`config.mk`:
```
export PLATFORM = sky130hd
export DESIGN_NAME = vec_collect
export DESIGN_NICKNAME = d
export VERILOG_FILES = /design/src/rtl/vec_collect_pkg.sv /design/src/rtl/vec_collect_bank.sv /design/src/rtl/vec_collect.sv
export SDC_FILE = /design/constraint.sdc
export NUM_CORES = 1
export LEC_CHECK = 0
export CAP_MARGIN = 30
export CORE_MARGIN = 2
export CORE_UTILIZATION = 59
export CTS_BUF_LIST = sky130_fd_sc_hd__clkbuf_4
export DETAILED_ROUTE_END_ITERATION = 16
export PLACE_DENSITY = 0.94
export SETUP_SLACK_MARGIN = 0.1
export SYNTH_ARGS = -nofsm -noshare
export SYNTH_HDL_FRONTEND = slang
export SYNTH_SLANG_ARGS = --single-unit
```
`constraint.sdc`:
```
create_clock -name clk -period 5.35 [get_ports clk]
set_input_delay 1.07 -clock clk [delete_from_list [all_inputs] [get_ports clk]]
set_output_delay 1.07 -clock clk [all_outputs]
set_load 0.01 [all_outputs]
```
`src/rtl/vec_collect_pkg.sv`:
```
// Shared width helpers, FSM state encodings and float predicates for the
// scalar-to-vector collector and its fill bank.
package vec_collect_pkg;

    localparam int MAX_FLOAT_WIDTH = 64;

    localparam logic [0:0] ST_FILL = 1'b0;
    localparam logic [0:0] ST_HOLD = 1'b1;

    // The bias does not change how a float is stored; it is folded in at zero
    // weight so the shared float parameter set is consumed where it is passed.
    function automatic int float_width(input int exp_w, input int man_w, input int bias);
        return 1 + exp_w + man_w + 0 * bias;
    endfunction

    function automatic int vec_width(input int flt_w, input int vec_size);
        return flt_w * vec_size;
    endfunction

    function automatic int idx_width(input int vec_size);
        return (vec_size > 1) ? $clog2(vec_size) : 1;
    endfunction

    // NaN means an all-ones exponent with a nonzero mantissa; infinities do not count.
    function automatic logic is_nan(input logic [MAX_FLOAT_WIDTH-1:0] word,
                                    input int exp_w, input int man_w);
        logic exp_ones;
        logic man_nz;
        exp_ones = 1'b1;
        man_nz   = 1'b0;
        for (int i = 0; i < MAX_FLOAT_WIDTH; i++) begin
            if (i < man_w) begin
                man_nz = man_nz | word[i];
            end else if (i < man_w + exp_w) begin
                exp_ones = exp_ones & word[i];
            end
        end
        return exp_ones && man_nz;
    endfunction

endpackage

```
`src/rtl/vec_collect_bank.sv`:
```
// Fill bank for vec_collect: element storage, write index and sticky NaN flag.
// Reports when the next write lands in the final element slot.
module vec_collect_bank
    import vec_collect_pkg::*;
#(
    parameter  int EXP_WIDTH   = 8,
    parameter  int MAN_WIDTH   = 23,
    parameter  int BIAS        = -127,
    parameter  int VEC_SIZE    = 4,
    localparam int FLOAT_WIDTH = float_width(EXP_WIDTH, MAN_WIDTH, BIAS),
    localparam int VEC_WIDTH   = vec_width(FLOAT_WIDTH, VEC_SIZE)
) (
    input  logic                   clk,
    input  logic                   rst_n,
    input  logic                   flush,
    input  logic                   wr_en,
    input  logic [FLOAT_WIDTH-1:0] wr_data,
    input  logic                   wr_nan,
    output logic [VEC_WIDTH-1:0]   bank_data,
    output logic                   bank_nan,
    output logic                   last
);

    localparam int IDX_W = idx_width(VEC_SIZE);

    logic [IDX_W-1:0] idx;

    assign last = (idx == IDX_W'(VEC_SIZE - 1));

    always_ff @(posedge clk or negedge rst_n) begin
        if (!rst_n) begin
            bank_data <= '0;
        end else if (wr_en) begin
            for (int e = 0; e < VEC_SIZE; e++) begin
                if (idx == IDX_W'(e)) begin
                    bank_data[e*FLOAT_WIDTH +: FLOAT_WIDTH] <= wr_data;
                end
            end
        end
    end

    // A flush on the same edge as a write still stores the element; only the
    // index and the NaN history restart for the next vector.
    always_ff @(posedge clk or negedge rst_n) begin
        if (!rst_n) begin
            idx      <= '0;
            bank_nan <= 1'b0;
        end else if (flush) begin
            idx      <= '0;
            bank_nan <= 1'b0;
        end else if (wr_en) begin
            idx      <= last ? '0 : idx + 1'b1;
            bank_nan <= bank_nan | wr_nan;
        end
    end

endmodule

```
`src/rtl/vec_collect.sv`:
```
// Scalar-to-vector collector: groups VEC_SIZE accepted floats into one packed
// vector (element i at bits [i*FLOAT_WIDTH +: FLOAT_WIDTH]) behind an output register.
module vec_collect
    import vec_collect_pkg::*;
#(
    parameter  int EXP_WIDTH   = 8,
    parameter  int MAN_WIDTH   = 23,
    parameter  int BIAS        = -127,
    parameter  int VEC_SIZE    = 4,
    localparam int FLOAT_WIDTH = float_width(EXP_WIDTH, MAN_WIDTH, BIAS),
    localparam int VEC_WIDTH   = vec_width(FLOAT_WIDTH, VEC_SIZE)
) (
    input  logic                   clk,
    input  logic                   rst_n,
    input  logic                   clear,
    input  logic                   in_valid,
    output logic                   in_ready,
    input  logic [FLOAT_WIDTH-1:0] in_data,
    output logic                   out_valid,
    input  logic                   out_ready,
    output logic [VEC_WIDTH-1:0]   out_data,
    output logic                   out_has_nan
);

    logic [0:0]           state;
    logic                 slot_free;
    logic                 accept;
    logic                 complete;
    logic                 load_fill;
    logic                 load_hold;
    logic                 in_nan;
    logic                 bank_nan;
    logic                 bank_last;
    logic [VEC_WIDTH-1:0] bank_data;
    logic [VEC_WIDTH-1:0] fill_vec;

    // in_ready depends on registered state only, never on out_ready.
    assign in_ready  = (state == ST_FILL);
    assign slot_free = !out_valid || out_ready;
    assign accept    = in_valid && in_ready && !clear;
    assign complete  = accept && bank_last;
    assign load_fill = complete && slot_free;
    assign load_hold = (state == ST_HOLD) && slot_free && !clear;
    assign in_nan    = is_nan(MAX_FLOAT_WIDTH'(in_data), EXP_WIDTH, MAN_WIDTH);

    // Completing in FILL bypasses the bank for the final element.
    always_comb begin
        fill_vec = bank_data;
        fill_vec[(VEC_SIZE-1)*FLOAT_WIDTH +: FLOAT_WIDTH] = in_data;
    end

    vec_collect_bank #(
        .EXP_WIDTH (EXP_WIDTH),
        .MAN_WIDTH (MAN_WIDTH),
        .BIAS      (BIAS),
        .VEC_SIZE  (VEC_SIZE)
    ) u_bank (
        .clk       (clk),
        .rst_n     (rst_n),
        .flush     (clear || load_fill || load_hold),
        .wr_en     (accept),
        .wr_data   (in_data),
        .wr_nan    (in_nan),
        .bank_data (bank_data),
        .bank_nan  (bank_nan),
        .last      (bank_last)
    );

    always_ff @(posedge clk or negedge rst_n) begin
        if (!rst_n) begin
            state <= ST_FILL;
        end else if (clear) begin
            state <= ST_FILL;
        end else if (complete && !slot_free) begin
            state <= ST_HOLD;
        end else if (load_hold) begin
            state <= ST_FILL;
        end
    end

    // out_data keeps its last value after a transfer; only out_valid drops.
    always_ff @(posedge clk or negedge rst_n) begin
        if (!rst_n) begin
            out_valid   <= 1'b0;
            out_data    <= '0;
            out_has_nan <= 1'b0;
        end else if (load_fill) begin
            out_valid   <= 1'b1;
            out_data    <= fill_vec;
            out_has_nan <= bank_nan | in_nan;
        end else if (load_hold) begin
            out_valid   <= 1'b1;
            out_data    <= bank_data;
            out_has_nan <= bank_nan;
        end else if (out_ready) begin
            out_valid   <= 1'b0;
        end
    end

endmodule

```
Word level (Yosys, flattened, before mapping)

Cells that the tools add are included.

Word-level logic and storage cells: 83
Input port bits: 37
Output and inout bits: 131
Bits in registers: 262

$add $sub $neg: 1
Mux-type cells: 15
Eq/ne operators: 3
Bitwise operators: 31
Reduce and logical (&&, ||, !) cells: 23

Operator list:

| kind                                           | count |
|---|---|
| 2-to-1 mux 128 bit                             | 2 |
| OR 1 bit                                       | 23 |
| 2-to-1 mux 1 bit                               | 10 |
| logical AND 1 bit                              | 8 |
| AND reduction 2 bit                            | 4 |
| AND 1 bit                                      | 7 |
| 2-to-1 mux 2 bit                               | 3 |
| nonzero test 3 bit                             | 2 |
| == test 2 bit (second input constant)          | 2 |
| nonzero test 2 bit                             | 2 |
| zero test 1 bit                                | 3 |
| logical OR 1 bit                               | 3 |
| adder 2 x 1 -> 2 bit (second input constant)   | 1 |
| == test 2 x 1 -> 1 bit (second input constant) | 1 |
| zero test 2 bit                                | 1 |
| inverter 1 bit                                 | 1 |

Longest topological paths before layout

Gate-level depths: netlist of the first run.

Depth after elaboration: 26
Gate-level depth with buffers: 9
Gate-level depth less buffers: 5

Cells and area by module

From an unflattened synthesis of the first run, not the netlist that was laid out.

Cell total of the unflattened synthesis: 659
Area, all modules: 10866.7 um^2

By module, submodules not included:

| module           | cells an instance | seq. area each (um^2) | times used | area each (um^2) |
|---|---|---|---|---|
| vec_collect_bank | 288               | 3278.1                | 1          | 5599.1 |
| vec_collect      | 371               | 3278.1                | 1          | 5267.6 |

Least setup slack after synthesis of the first run

Ideal clock, no wire load.

Path kind: in2reg
Start point: input port clear
End point: register out_data[0]
Library setup time: 125 ps
Arrival time: 2222 ps
Stages on the path: 6
Path slack: 3003 ps
Path buffers: 3
Required time: 5225 ps
Path through: and4bb_1 -> buf_2 -> o21ai_2 -> buf_6 -> buf_6 -> mux2_2

Word-level cells in the longest chain between the ends: 5
Elaborated cells between the ends (all ways): 7
Those cells by class: mux: 1; reduce/logical: 6

RTL lines:

| what                                                     | RTL line                             | source |
|---|---|---|
| from (decl)                                              | vec_collect.sv:15                    | `input logic clear,` |
| zero test 1 bit (*)                                      | vec_collect.sv:40, vec_collect.sv:43 |  |
| logical AND 1 bit                                        | vec_collect.sv:40                    | `assign accept = in_valid && in_ready && !clear;` |
| logical AND 1 bit                                        | vec_collect.sv:41                    | `assign complete = accept && bank_last;` |
| logical AND 1 bit                                        | vec_collect.sv:42                    | `assign load_fill = complete && slot_free;` |
| 2-to-1 mux 128 bit or nonzero test 2 bit (tied branches) | -                                    |  |
| to (signal assigned)                                     | vec_collect.sv:89                    | `out_data <= fill_vec;` |
| to (signal assigned)                                     | vec_collect.sv:93                    | `out_data <= bank_data;` |
| to (decl)                                                | vec_collect.sv:21                    | `output logic [VEC_WIDTH-1:0] out_data,` |

Every way passes the cells marked *; elsewhere a longest branch is shown, timed or not.
A chain may end at the register's enable or synchronous reset.

Final worst setup path of the first run

Start point: input port clear
End point: register out_data[13]

Same word-level chain as after synthesis.

==> results.txt, run 1 <==
Post_cts resized: 0
Count leader, synth: dfrtp_1
Synth Instances: 666
Ant. Diodes: 0
Mapped Area: 10,090 sq um
Sequential power share: 51.8%
Synthesis-to-layout area growth: 26.31%
Initial Util: 60.62%
Crit-path slowest cell: buf_4
Final hold viol count: 0
HPWL after DPL: 14,330 microns
CP startpoint kind: primary input
Largest net degree at the start of global routing: 152
CTS Buffer Depth: 3
Synth Register Bits: 262
Vias per cell: 5.560
Sw Ratio: 24.14%
Post-Route Setup TNS: 0 ns
Setup crit end kind: register
Final period util: 58.38%
Sequential element share of the synthesized area: 64.99%
Via count: 6,288
Worst-Skew Late Latency: 0.63 ns
Max Clk Rate: 0.3202 GHz
Die width: 134.8 microns
Total Die Area: 18,160 sq um
First-pass GRT wire length: 37,140 microns
Clock transition at the registers of the reported paths: 0.06 ns
Worst Path Arrival: 3.62 ns
Slew HR: 25.03%
Post-route ant nets: 0
Clk sinks: 262
CP required: 5.85 ns
Async SR Flop Fraction: 100.0%
Row Count: 47
Clk_skew: 0.03221 ns
TritonRoute pass-1 iters: 4
Worst VDD drop: 244.0 uV
Endpoints failing setup: 0
Post-CTS setup buffer count: 0
Post-synth top flop: dfrtp_1
Die height: 134.8 microns
RSZ-0062 raised after global routing: no
Number of synthesized flops with an enable pin: 0
Yosys warnings: 0
Gr ovfl total: 0
Post-DR wirelength/cell: 20.03 microns
Layout cells sized above 1: 36.33%
Post-route insts no fill: 1,131
Final WL: 22,660 microns
CTS Buf Count: 66
Internal power: 3.447 mW
Residual DRC: 0
Synth top area share: 64.99%
Critical path class: primary input to register
Hold Path Class: register to register
Run status: finished clean
# nets final: 910
Initial DRC count: 330
Number of antenna violations at the first check in global routing: 0
Synth area leaders: dfrtp_1 (65%), mux2_2 (24%), nand2_1 (2.5%), a22oi_1 (2.4%), buf_2 (0.94%)
DP Cell Count: 1,020
Routability cong.: 0.8087
Clk root buf: clkbuf_4
CP max stage delay: 0.61 ns
Core Region: 16,640 sq um
Crit path cell chain: clkdlybuf4s50_1 -> and4bb_2 -> o21ai_4 -> buf_4 -> mux2_2
H-tree depth: 3
Synth cell types: 25
CP Max Fanout: 59
Syn Nets: 707
GRT Util Overall: 26.34%
Vias in the first global route: 7,095
Max-Cap Viols: 0
Ports: 168
Switching power: 1.097 mW
Final count of pins violating max slew: 0
Port bufs: 167
TritonCTS clock tree: done
Most common library cells after synthesis: dfrtp_1 (262), mux2_2 (218), nand2_1 (67)
Combinational power share: 10.5%
Cell taking the most area after synthesis: dfrtp_1
Worst-Margin Slew: 1.125 ns
Leak: 6.141 nW
Syn avg cell area: 15.15 sq um
Post-CTS Hold Buffers: 0
Clk pwr share: 37.7%
Power Dens Cells: 356.5 nW/um^2
Final min period: 3.123 ns
layer usage:
layer	up-vias	GRT usage, %	share of wire (%)
met3	49	8.296	7.3
li1	2785	-	-
met2	226	44.19	51
met5	-	0	0
met1	3228	31.91	40
met4	0	10.58	2.4
final cells by class:
class                      instances  area [sq um]
inverter                           4         15.01
fill                             935          3900
clock inverter                    17         143.9
multi-input combinational        362          3287
tap                              220         275.3
timing repair buffer             173          1767
clock buffer                      93         698.2
sequential                       262          6556
worst paths after layout:
path                                      startpoint                                 to  slack (ns)  depth (start not counted)
min in group asynchronous                      rst_n   u_bank.bank_data[59]$_DFFE_PN0P_        0.56                          1
max                                            clear           out_data[13]$_DFFE_PN0P_        2.23                          5
max reg2reg                u_bank.idx[0]$_DFFE_PN0P_           out_data[13]$_DFFE_PN0P_        2.56                          5
min                        out_data[120]$_DFFE_PN0P_          out_data[120]$_DFFE_PN0P_        0.47                          2
max in group asynchronous                      rst_n  u_bank.bank_data[127]$_DFFE_PN0P_        3.59                          2
min reg2reg                out_data[120]$_DFFE_PN0P_          out_data[120]$_DFFE_PN0P_        0.47                          2
placed cells by master, fill, tap and decap left out, types with 2 or more instances in the layout:
cell type,netlist,final
bufinv_16,0,3
a21oi_1,3,3
and2_2,0,3
buf_4,3,2
inv_1,4,4
mux2_1,6,6
nor4_1,5,5
nor2_1,8,8
inv_2,0,3
buf_8,0,2
buf_12,0,3
ha_1,4,4
clkdlybuf4s50_1,0,166
nand4_1,3,3
nand2_1,67,67
nand2b_1,2,2
dfrtp_1,262,262
clkbuf_4,0,93
a22oi_1,32,32
mux2_2,218,218
clkinv_1,0,10
o211ai_1,3,3
and2_1,5,2
critical path: cells and delay by family:
family / cells / cell delay [ns]
mux: 1 / 0.42
compound gates: 1 / 0.33
simple gates: 1 / 0.57
buf+inv: 2 / 1.15
state kept, by name (all words and copies together) (netlist names):
register	count
state	1
u_bank.idx	2
u_bank.bank_nan	1
out_has_nan	1
out_data	128
u_bank.bank_data	128
out_valid	1
cell families after synthesis:
logic type	count (synthesis)	share of synthesized area [%]
AND/OR/NAND/NOR	94	4.080
flip-flops	262	64.99
buffers and inverters	42	2.542
AO/OA/AOI/OAI	40	2.890
adder cells (fa/ha/maj)	4	0.4961
multiplexers	224	25.00
power groups by stage:
stage | clock [mW] | combinational [mW] | sequential (mW)
finish | 1.71 | 0.476 | 2.35
global route | 1.87 | 0.517 | 2.38
CTS | 1.76 | 0.480 | 2.36
detailed placement | 0 | 0.475 | 2.39
global placement | 0 | 0.449 | 2.36
floorplan | 0 | 0.231 | 2.36
stage by stage:
| stage | setup WS (ns) | hold WS (ns) | power, mW | util, % | area, sq um |
|---|---|---|---|---|---|
| after global placement | 1.754 | 0.4607 | 2.811 | 71.30 | 11870 |
| after global routing | 2.160 | 0.5002 | 4.768 | 76.57 | 12740 |
| final | 2.227 | 0.4737 | 4.543 | 76.57 | 12740 |
| after detailed placement | 1.655 | 0.4652 | 2.865 | 71.39 | 11880 |
| after CTS | 2.312 | 0.4772 | 4.594 | 76.45 | 12720 |
| after floorplan | 3.003 | 0.4541 | 2.595 | - | 10090 |
(Power assumes the default switching activity.)
==> run 2, diff against run 1 <==
--- a/config.mk
+++ b/config.mk
@@ -7,10 +7,10 @@
 export LEC_CHECK = 0
 export CAP_MARGIN = 30
 export CORE_MARGIN = 2
-export CORE_UTILIZATION = 59
+export CORE_UTILIZATION = 50
 export CTS_BUF_LIST = sky130_fd_sc_hd__clkbuf_4
 export DETAILED_ROUTE_END_ITERATION = 16
-export PLACE_DENSITY = 0.94
+export PLACE_DENSITY = 0.86
 export SETUP_SLACK_MARGIN = 0.1
 export SYNTH_ARGS = -nofsm -noshare
 export SYNTH_HDL_FRONTEND = slang
==> constraint.sdc (replaced) <==
create_clock -name clk -period 2.5 [get_ports clk]
set_input_delay 0.5 -clock clk [delete_from_list [all_inputs] [get_ports clk]]
set_output_delay 0.5 -clock clk [all_outputs]
set_load 0.01 [all_outputs]
==> results.txt, run 2 (same netlist as run 1, synthesis figures left out) <==
Run status: finished clean
Worst-Margin Slew: 0.7139 ns (-0.4107 ns)
Power Dens Cells: 742.9 nW/um^2 (+110%)
First-pass GRT wire length: 37,070 microns (-0.17%)
Worst Path Arrival: 1.67 ns (-1.95 ns)
Die height: 146.0 microns (+8.4%)
Post-CTS setup buffer count: 0 (unchanged)
CP startpoint kind: register
Crit path cell chain: inv_1 -> clkdlybuf4s50_1
Residual DRC: 0 (unchanged)
Post_cts resized: 0 (unchanged)
Post-CTS Hold Buffers: 1 (+1)
Final min period: 2.169 ns
Clock transition at the registers of the reported paths: 0.06 ns (about the same)
GRT Util Overall: 21.97% (-4.4 points)
Register-to-Register Path Depth: 6 (+1)
# fillers: 1,448 (+55%)
Most common cell after layout, fill and taps aside: dfrtp_1
CTS Buf Count: 69 (+4.5%)
Setup crit end kind: output pin
Final WL: 22,510 microns (-0.64%)
HPWL after DPL: 15,130 microns (+5.6%)
WP depth: 2 (-3)
Final hold viol count: 0 (unchanged)
Reg area: 6556 sq um (unchanged)
Ports: 168 (unchanged)
Dpl cell area: 12,290 sq um (+3.5%)
Clk root buf: clkbuf_4
Multi-input gate area: 3289 sq um (about the same)
Final core occ: 67.05% (-9.5 points)
Initial Util: 51.33% (-9.3 points)
Most frequent cells in the layout: dfrtp_1 (262), mux2_2 (218), clkdlybuf4s50_1 (166), clkbuf_4 (105), nand2_1 (67)
Total Die Area: 21,330 sq um (+17%)
Biggest regs: out_data (128), u_bank.bank_data (128), u_bank.idx (2)
Synthesis-to-layout area growth: 30.63%
Endpoints failing setup: 0 (unchanged)
Final count of pins violating max slew: 0 (unchanged)
Slew HR: 52.41% (+27 points)
CP top delay family: buffers and inverters
Vias in the first global route: 6,938 (-2.2%)
Post-DR wirelength/cell: 18.62 microns (-7.0%)
Initial DRC count: 307 (-7.0%)
Final period util: 86.76%
Critical path class: register to output pin
CP Max Fanout: 5 (-92%)
TritonRoute pass-1 iters: 4 (unchanged)
CTS Buffer Depth: 3 (unchanged)
Crit-path slowest cell: clkdlybuf4s50_1
Core Region: 19,650 sq um (+18%)
Via count: 6,349 (+0.97%)
Post-Route Setup TNS: 0 ns (unchanged)
Row Count: 51 (+8.5%)
Clk sinks: 262 (unchanged)
Worst-Skew Late Latency: 0.65 ns (+0.02 ns)
Final instance area: 13,180 sq um (+3.4%)
Vias per cell: 5.251 (-5.5%)
Post-route ant nets: 0 (unchanged)
H-tree depth: 3 (unchanged)
RSZ-0062 raised after global routing: no
CP max stage delay: 0.56 ns (-0.05 ns)
Max Clk Rate: 0.4610 GHz
Die width: 146.0 microns (+8.4%)
TritonCTS clock tree: done
Buffer and inverter count on the worst path: 2 (unchanged)
Routability cong.: 0.7680 (-5.0%)
CP required: 2.00 ns (-3.85 ns)
# nets final: 941 (+3.4%)
Hold Path Class: primary input to asynchronous set/reset pin
Leak: 6.355 nW (+3.5%)
Number of antenna violations at the first check in global routing: 1 (+1)
Port bufs: 167 (unchanged)
Worst VDD drop: 509.1 uV (+110%)
Max-Cap Viols: 0 (unchanged)
Layout cells sized above 1: 39.13% (+2.8 points)
Largest net degree at the start of global routing: 81 (-47%)
Gr ovfl total: 0 (unchanged)
Clk_skew: 0.02902 ns (-0.003191 ns)
## run 2: path summary, 6_finish.rpt
check,start,to,slack [ns]
max,state$_DFFE_PN0P_,in_ready,0.33
min,rst_n,out_data[96]$_DFFE_PN0P_,0.42
max reg2reg,u_bank.idx[0]$_DFFE_PN0P_,out_data[47]$_DFFE_PN0P_,0.49
min reg2reg,u_bank.bank_data[124]$_DFFE_PN0P_,out_data[124]$_DFFE_PN0P_,0.48
max in group asynchronous,rst_n,u_bank.bank_data[58]$_DFFE_PN0P_,1.34
min in group clk,u_bank.bank_data[124]$_DFFE_PN0P_,out_data[124]$_DFFE_PN0P_,0.48
## run 2: area by class of cell
class / count / share of cell area [%]
Tap cell: 265 / 2.516
Sequential cell: 262 / 49.75
Clock buffer: 105 / 5.981
Antenna cell: 1 / 0.01899
Timing Repair Buffer: 201 / 16.01
Clock inverter: 9 / 0.6551
Inverter: 4 / 0.1139
Multi-Input combinational cell: 362 / 24.96
## run 2: power breakdown
group,total [mW],internal [mW],switching [mW]
registers,5.03,4.76,0.266
logic,1.03,0.620,0.410
clock network,3.74,2.10,1.64
total,9.79,7.48,2.31
## run 2: metal layers
layer	up-vias	global-route usage (%)	routed length, microns
met5	-	0	0
met4	0	9.078	456
met3	40	7.313	1392
met2	182	35.68	11300
met1	3286	27.26	9359
li1	2841	-	-
## run 2: through the flow
step / setup slack (ns) / hold WS [ns] / instances / power (mW)
after floorplan: 0.6275 / 0.2044 / 666 / 5.554
after global placement: 0.1148 / 0.4587 / 1093 / 6.061
after detailed placement: 0.07216 / 0.4648 / 1093 / 6.149
after CTS: 0.2588 / 0.3819 / 1208 / 9.944
after global routing: 0.2436 / 0.4518 / 1209 / 10.30
final: 0.3309 / 0.4222 / 1209 / 9.791
==> RTL change, RTL diff (flow settings as in run 1) <==
`VEC_SIZE` is set to 4 in 2 places; all go to 16.
--- a/src/rtl/vec_collect_bank.sv
+++ b/src/rtl/vec_collect_bank.sv
@@ -6,7 +6,7 @@
     parameter  int EXP_WIDTH   = 8,
     parameter  int MAN_WIDTH   = 23,
     parameter  int BIAS        = -127,
-    parameter  int VEC_SIZE    = 4,
+    parameter  int VEC_SIZE    = 16,
     localparam int FLOAT_WIDTH = float_width(EXP_WIDTH, MAN_WIDTH, BIAS),
     localparam int VEC_WIDTH   = vec_width(FLOAT_WIDTH, VEC_SIZE)
 ) (
--- a/src/rtl/vec_collect.sv
+++ b/src/rtl/vec_collect.sv
@@ -6,7 +6,7 @@
     parameter  int EXP_WIDTH   = 8,
     parameter  int MAN_WIDTH   = 23,
     parameter  int BIAS        = -127,
-    parameter  int VEC_SIZE    = 4,
+    parameter  int VEC_SIZE    = 16,
     localparam int FLOAT_WIDTH = float_width(EXP_WIDTH, MAN_WIDTH, BIAS),
     localparam int VEC_WIDTH   = vec_width(FLOAT_WIDTH, VEC_SIZE)
 ) (
Interface: changed (resized out_data); port bits go from 168 to 552. No check against the original RTL was run, so the function may have changed too.
==> RTL change against run 1 <==
Design area grew to 3.8 times the old value. Synthesized area rose to 3.8 times the old value. Clock power grew to 3.6 times the old value. Cell count increased to 3.5 times the old value. Sequential cell count is 770 higher. Via count grew to 3.7 times the old value. Count of clock-buffer cells in the layout rose by 257. Combinational power rose by 35%. Total power rose to 3.3 times the old value. Critical path depth is 3 lower. Worst setup slack lost 0.065 ns. Wire length increased to 4.6 times the old value. Largest cell class unchanged.
==> RTL change: results (changes against run 1) <==
{| class="wikitable"
! Metric !! Value
|-
| First-pass GRT wire length || 156 mm (+320%)
|-
| Gp weighted congestion || 0.823 (+1.8%)
|-
| Run status || completed
|-
| Worst setup path endpoint || in_ready
|-
| Layout fillers || 3458 (+270%)
|-
| Count of different cell masters after synthesis || 34 (+36%)
|-
| Inserted Clock Buffers || 239 (+260%)
|-
| Met3 capacity usage during global routing || 0.0858 (+0.00287)
|-
| Total met3 wirelength after detailed routing || 7.47 mm (+350%)
|-
| Worst-case reg-to-reg path depth || 6 (+1)
|-
| Most area-consuming cells after synthesis || dfrtp_1 67%, mux2_2 29%, buf_2 1.1%
|-
| Maximum number of pins on one net before global-route repair || 134 (-12%)
|-
| HPWL after DPL || 67.2 mm (+370%)
|-
| RR Endpoint || out_data[422]
|-
| GR met2 Demand/Resource || 0.512 (+0.0696)
|-
| Post-route setup slack || 2.16 ns (-0.0654 ns)
|-
| Clock latency on the worst-skew pair || 1.07 ns (+0.44 ns)
|-
| Maximum VDD drop || 0.283 mV (+16%)
|-
| Top cells by instance count after synthesis || 1032 x dfrtp_1, 994 x mux2_2, 82 x buf_2
|-
| Beginning of the worst register-to-register path || u_bank.idx[0]
|-
| Number of input and output port buffers inserted || 551 (+230%)
|-
| GRT Overall Usage || 0.313 (+0.0496)
|-
| Worst clock skew on the final layout || 0.0636 ns (+0.0314 ns)
|-
| Count of vias placed by the detailed router || 23.0k (+270%)
|-
| Iteration-0 DRC count of the detailed router || 1461 (+340%)
|-
| Vias in the first global route || 25.5k (+260%)
|-
| Crit path DAT || 2.12 ns (-1.50 ns)
|-
| Final Net Count || 3030 (+230%)
|-
| Static power due to leakage || 0.0240 uW (+290%)
|-
| Number of search-and-repair iterations in the first detailed-routing pass || 5 (+1)
|-
| Slowest CP cell || clkdlybuf4s50_1
|-
| Total routed wire length on the met1 layer || 39.1 mm (+340%)
|-
| Initial antenna violation count || 6 (+6)
|-
| Largest fanout of any net on the critical path || 6 (-90%)
|-
| Routed WL per cell || 25.8 um (+29%)
|-
| Minimum setup slack after placement || 1.53 ns (-0.121 ns)
|-
| # H-tree levels || 4 (+1)
|-
| Total wirelength of the detailed-routed design || 104 mm (+360%)
|-
| GR Layer Usage met1 || 0.383 (+0.0639)
|-
| Placed insts || 3599 (+250%)
|-
| Avg Cell Area, Syn || 16.9 sq um (+12%)
|-
| Startpoint of the worst setup timing path || state
|-
| Worst slew margin relative to its limit || 0.264 (+0.0133)
|-
| Hold Worst Slack || 0.146 ns (-0.328 ns)
|-
| Met2 routed wirelength || 52.2 mm (+360%)
|-
| Synthesized netlist net count || 2311 (+230%)
|-
| Fraction of layout instances using a drive strength above 1 || 0.459 (+0.0955)
|-
| Top layer reached by signal wires || met5
|}
==> RTL change: cell types whose count changed in the layout (fill, tap and decap cells not counted), sizes merged, moves of 7 or more <==
cell           before   now
nand3               0     7
dfrtp             262  1032
nand2              67    10
clkinv             11    47
a22oi              32     0
buf                 7    69
clkdlybuf4s50     166   550
mux2              224  1024
clkbuf             93   350
==> RTL change: kinds of logic after synthesis <==
logic type | Yosys count | synth area share
DFF | 1032 | 0.672
adders and majority gates | 4 | 0.00130
AOI/OAI and AO/OA | 12 | 0.00186
xor gates and xnor gates | 1 | 0.000228
muxes | 1025 | 0.300
buffers and inverters | 145 | 0.0177
and+or+nand+nor | 51 | 0.00706
==> RTL change: final cells by class <==
cell class                      count  area, sq um  share of cell area
Antenna cell                        3         7.51            0.000156
Sequential cell                  1032        25800               0.536
Tap cell                          855         1070              0.0222
Clock inverter                     58          330             0.00686
Clock buffer                      350         2630              0.0546
Timing Repair Buffer              619         6280               0.131
Inverter                            4         15.0            0.000312
Multi-Input combinational cell   1093        12000               0.249
==> RTL change: worst min path at each step <==
stage / start / to / cells past startpoint
6_report: rst_n / u_bank.bank_data[107] / 1
5_1_grt: rst_n / u_bank.bank_data[107] / 1
4_1_cts: rst_n / u_bank.bank_data[299] / 1
3_5_place_dp: u_bank.bank_data[500] / u_bank.bank_data[500] / 1
3_3_place_gp: u_bank.bank_data[495] / u_bank.bank_data[495] / 1
2_1_floorplan: u_bank.bank_data[482] / u_bank.bank_data[482] / 1
==> RTL change: worst reg2reg max path, stage by stage, from the launching register on <==
cell	delay [ns]
dfrtp_1	0.45
ha_1	0.28
a41oi_1	0.17
nor3_2	0.27
buf_12	0.43
buf_4	0.74
mux2_2	0.46
==> RTL change: power by group <==
group / switching (uW) / internal [uW]
logic: 371 / 270
registers: 146 / 8070
clock network: 3030 / 3120
